### config.mk
export PLATFORM = sky130hd
export DESIGN_NAME = pwm_capture
export DESIGN_NICKNAME = d
export VERILOG_FILES = /design/src/rtl/pwm_pkg.sv /design/src/rtl/sync_edge_detect.sv /design/src/rtl/pwm_capture.sv
export SDC_FILE = /design/constraint.sdc
export NUM_CORES = 1
export LEC_CHECK = 0
export BUFFER_PORTS_ARGS = -buffer_cell sky130_fd_sc_hd__buf_2
export CORE_MARGIN = 8
export CORE_UTILIZATION = 46
export DETAILED_ROUTE_END_ITERATION = 10
export PLACE_DENSITY = 0.67
export REMOVE_ABC_BUFFERS = 1
export SLEW_MARGIN = 20
export SYNTH_ARGS = -nofsm -noshare
export SYNTH_HDL_FRONTEND = slang
export SYNTH_HIERARCHICAL = 1
export SYNTH_SLANG_ARGS = --single-unit
### constraint.sdc
create_clock -name clk -period 5.4 [get_ports clk]
set_input_delay 1.35 -clock clk [delete_from_list [all_inputs] [get_ports clk]]
set_output_delay 1.35 -clock clk [all_outputs]
set_load 0.02 [all_outputs]
### src/rtl/pwm_pkg.sv
// Shared types and defaults for the PWM period/duty capture block.
package pwm_pkg;

    localparam int COUNTER_BITS_DEFAULT = 32;

    typedef enum logic [1:0] {
        ACQUIRE = 2'd0,
        ARMED   = 2'd1,
        HIGH    = 2'd2,
        LOW     = 2'd3
    } state_t;

endpackage

### src/rtl/sync_edge_detect.sv
// Two-flop synchronizer for the PWM pin plus a history flop that turns
// level changes into single-cycle rise/fall pulses.
module sync_edge_detect (
    input  logic clk,
    input  logic reset,
    input  logic pwm_in,
    output logic rise,
    output logic fall
);

    logic sync1;
    logic sync2;
    logic hist;

    always_ff @(posedge clk or posedge reset) begin
        if (reset) begin
            sync1 <= 1'b0;
            sync2 <= 1'b0;
            hist  <= 1'b0;
        end else begin
            sync1 <= pwm_in;
            sync2 <= sync1;
            hist  <= sync2;
        end
    end

    assign rise = sync2 & ~hist;
    assign fall = ~sync2 & hist;

endmodule

### src/rtl/pwm_capture.sv
// Measures period (rise to rise) and high time (rise to fall) of an
// asynchronous PWM input, with a sticky loss-of-signal timeout.
//
// state   | meaning
// ACQUIRE | waiting for a first fall; rises ignored so no partial period
// ARMED   | fall seen, waiting for the rise that starts a measurement
// HIGH    | measuring high phase, cnt counts from the rise
// LOW     | high time latched, waiting for the rise that closes the period
module pwm_capture
    import pwm_pkg::*;
#(
    parameter int COUNTER_BITS = COUNTER_BITS_DEFAULT
) (
    input  logic                    clk,
    input  logic                    reset,
    input  logic                    pwm_in,
    input  logic [COUNTER_BITS-1:0] timeout_limit,
    output logic [COUNTER_BITS-1:0] cycle,
    output logic [COUNTER_BITS-1:0] duty,
    output logic                    valid,
    output logic                    timeout
);

    localparam logic [COUNTER_BITS-1:0] CNT_MAX = '1;

    state_t                  state;
    state_t                  state_next;
    logic                    rise;
    logic                    fall;
    logic [COUNTER_BITS-1:0] cnt;
    logic [COUNTER_BITS-1:0] high_cnt;
    logic                    timeout_hit;
    logic                    start_cnt;
    logic                    latch_high;
    logic                    capture;

    sync_edge_detect u_sync (
        .clk    (clk),
        .reset  (reset),
        .pwm_in (pwm_in),
        .rise   (rise),
        .fall   (fall)
    );

    // Timeout outranks any edge arriving in the same cycle.
    assign timeout_hit = (state != ACQUIRE) && (timeout_limit != '0) &&
                         (cnt >= timeout_limit);

    always_ff @(posedge clk or posedge reset) begin
        if (reset) begin
            state <= ACQUIRE;
        end else begin
            state <= state_next;
        end
    end

    always_comb begin
        state_next = state;
        case (state)
            ACQUIRE: if (fall) state_next = ARMED;
            ARMED: begin
                if (timeout_hit)  state_next = ACQUIRE;
                else if (rise)    state_next = HIGH;
            end
            HIGH: begin
                if (timeout_hit)  state_next = ACQUIRE;
                else if (fall)    state_next = LOW;
            end
            LOW: begin
                if (timeout_hit)  state_next = ACQUIRE;
                else if (rise)    state_next = HIGH;
            end
            default: state_next = ACQUIRE;
        endcase
    end

    always_comb begin
        start_cnt  = 1'b0;
        latch_high = 1'b0;
        capture    = 1'b0;
        if (!timeout_hit) begin
            case (state)
                ARMED: start_cnt = rise;
                HIGH:  latch_high = fall;
                LOW: begin
                    start_cnt = rise;
                    capture   = rise;
                end
                default: ;
            endcase
        end
    end

    always_ff @(posedge clk or posedge reset) begin
        if (reset) begin
            cnt      <= '0;
            high_cnt <= '0;
            cycle    <= '0;
            duty     <= '0;
            valid    <= 1'b0;
            timeout  <= 1'b0;
        end else begin
            valid <= 1'b0;
            if (timeout_hit) begin
                timeout <= 1'b1;
                cycle   <= '0;
                duty    <= '0;
                cnt     <= '0;
            end else begin
                if (capture) begin
                    cycle   <= cnt;
                    duty    <= high_cnt;
                    valid   <= 1'b1;
                    timeout <= 1'b0;
                end
                if (latch_high) begin
                    high_cnt <= cnt;
                end
                if (start_cnt) begin
                    cnt <= {{(COUNTER_BITS-1){1'b0}}, 1'b1};
                end else if (state != ACQUIRE && cnt != CNT_MAX) begin
                    cnt <= cnt + 1'b1;
                end
            end
        end
    end

endmodule

==> results.ini <==
[detailed_routing]
drc=0
postRouteAntennaNets=0
wl_mm=15.46
drtIter0Drc=364
vias_per_cell=5.246
num_vias=5010
wl_per_cell_um=16.18
drt-pass1-iter-count=5

[sta]
fin_skew_ps=11.22
maxSlewHeadroom_pct=37.93
setup_viol=0
fmax_mhz=266.9
period_minus_slack_ps=3746
fin_crit_sh_pct=69.38
fin_setup_tns_ps=0
hold_viol=0
drv_slew=0
max_slew.worst_pin.slew_ps=931.1
grt_setup_unrepaired=no

[pwr]
p_per_area_nw_per_um2=347.7
clockPowerShare_pct=41.7
ir_drop_mv=0.3336
netSwitchingFraction_pct=27.71
internal_power_w=0.001967
leakage_nw=3.976
p_comb_share_pct=14.7
seq_power_share_pct=43.7
p_sw_w=0.0007539
power_w=0.002720

[worst_setup_path]
crit_start=timeout_limit[31]
slowest_delay_ps=780
start_kind=input port
required_ps=5680
cp_top_family=simple AND/OR/NAND/NOR gates
worstPathMaxFanout=46
critPathKind=in -> reg
crit_slowest_cell=nand2b_2
r2r-start=cnt[31]
worst-path-buf-inv=3
cp-end-kind=flip-flop
crit_chain=buf_2, inv_1, ha_1, nand4_1, nor4_2, nand2_1, a31oi_1, nand2b_2, buf_4, nor2_1
crit_arrival_ps=4030

[clocking]
clk_pin_slew_ps=60
postCtsSetupRepairBufs=0
clk_path_buf_depth=2
cts_resized=0
cts_sinks=135
clockRootBuffer=clkbuf_16
cts_buffers=17
insertion_delay_ps=420
cts_tree=built
hold_buffers=0
cts_max_level=4

[global_routing]
antenna_found_initial=0
overflow=0
grt_use_total_pct=17.55
grt_max_degree=99
grt_pass1_vias=5241
grt_pass1_wl_mm=25.90

[place]
hpwlAfterDp_mm=10.95
port_buffers=100
placed_cell_area_um2=7237
gp_congestion=0.8698
place_inst=923

[finish]
utilization_pct=56.16
final_common_cell=nand2_1
stdcell_count=955
seqCellArea_um2=3378
nets=830
multi_input_area_um2=2948
num_antenna_cells=0
final_area_um2=7825
most-common-layout-cells=nand2_1 (149), dfrtp_1 (135), buf_2 (100), a21oi_1 (85), nor2_1 (40)
drive_gt1_share_pct=23.61
num-fill-cells=1268
areaGrowthSynthToFinish_pct=18.49

[floorplanning]
core_area_um2=13930
ioPinCount=101
die_x_um=135.8
start_util_pct=47.39
rows=43
die-area_um2=18450
die_h_um=135.8

[yosys]
synth_warnings=6
avgSynthCellArea_um2=9.886
synthTopCellsByArea=dfrtp_1 (51%), nand2_1 (8.5%), mux2_4 (6.8%), a21oi_1 (6.4%), ha_1 (6.3%)
ys_ff_latch=135
synthFlopType=dfrtp_1
synth.distinct_cells=44
yosysSeqAreaShare_pct=51.16
yosys.area.top_type=dfrtp_1
syn_inst=668
synth_area_um2=6604
synth_top_area_share_pct=51.16
synth_edf_count=0
synth-async-reset-ratio_pct=100.0

[outcome]
status=completed

[worst_hold_path]
hold_class=reg -> reg
min-delay-start=u_sync/sync1

[run]
cap_violations=0

[power by group through the flow]
stage               sequential, W  combinational, W  clock, W
floorplan                 0.00124          0.000215         0
global placement          0.00120          0.000393         0
detailed placement        0.00120          0.000402         0
CTS                       0.00119          0.000408   0.00115
global route              0.00120          0.000446   0.00120
finish                    0.00119          0.000399   0.00113
[cells in the mapped netlist, types with 3 or more instances]
cell type	count
and3_1	6
nand2_1	149
ha_1	33
dfrtp_1	135
and2_1	3
o21ai_0	9
nor2_1	40
xnor2_1	6
a21oi_1	85
nor4_1	8
buf_6	4
xor2_1	21
nand3_1	14
nand4_1	19
mux2_4	30
buf_2	4
clkbuf_1	23
nand2b_1	6
inv_1	37
[worst paths after layout]
path | to | slack [ps] | depth (start not counted)
min in group asynchronous | u_sync/sync1 | 830 | 2
setup / recovery | valid | 1650 | 10
max in group asynchronous | cycle[26] | 3270 | 3
setup reg to reg | valid | 2220 | 8
hold / removal | u_sync/sync2 | 360 | 0
hold reg to reg | u_sync/sync2 | 360 | 0
[layout make-up]
| type | instances | area share, % |
|---|---|---|
| Clock buffer | 21 | 5.884 |
| Timing Repair Buffer | 106 | 6.972 |
| Tap cell | 180 | 2.878 |
| Clock inverter | 11 | 1.583 |
| Sequential cell | 135 | 43.17 |
| Multi-Input combinational cell | 465 | 37.67 |
| Inverter | 37 | 1.839 |
[layer usage]
metal | part of all wire [%] | track usage [%]
met5 | 0 | 0
met4 | 2.0 | 7.033
met3 | 4.9 | 4.760
met2 | 47 | 27.62
met1 | 46 | 22.49
[flip-flops by register name, indices dropped and copies added (netlist names)]
register      flops
u_sync/hist       1
cycle            32
u_sync/sync1      1
valid             1
high_cnt         32
duty             32
state             2
cnt              32
timeout           1
u_sync/sync2      1
[per-stage QoR]
step,setup slack [ps],hold WS (ps)
after global placement,1349,333.4
after global routing,1443,364.9
after floorplan,524.0,331.2
after detailed placement,1250,347.0
after CTS,1676,359.8
final,1654,355.5
[logic make-up (layout without fill, tap and decap cells)]
group / Yosys count / after routing / synth area share [%]
and+or+nand+nor: 266 / 266 / 18.70
DFF: 135 / 135 / 51.16
AOI/OAI and AO/OA: 105 / 105 / 8.450
buffers and inverters: 68 / 175 / 4.395
muxes: 34 / 34 / 7.465
adders and majority gates: 33 / 33 / 6.252
xor gates and xnor gates: 27 / 27 / 3.581
No activity file was read; power rests on OpenSTA's default activity.
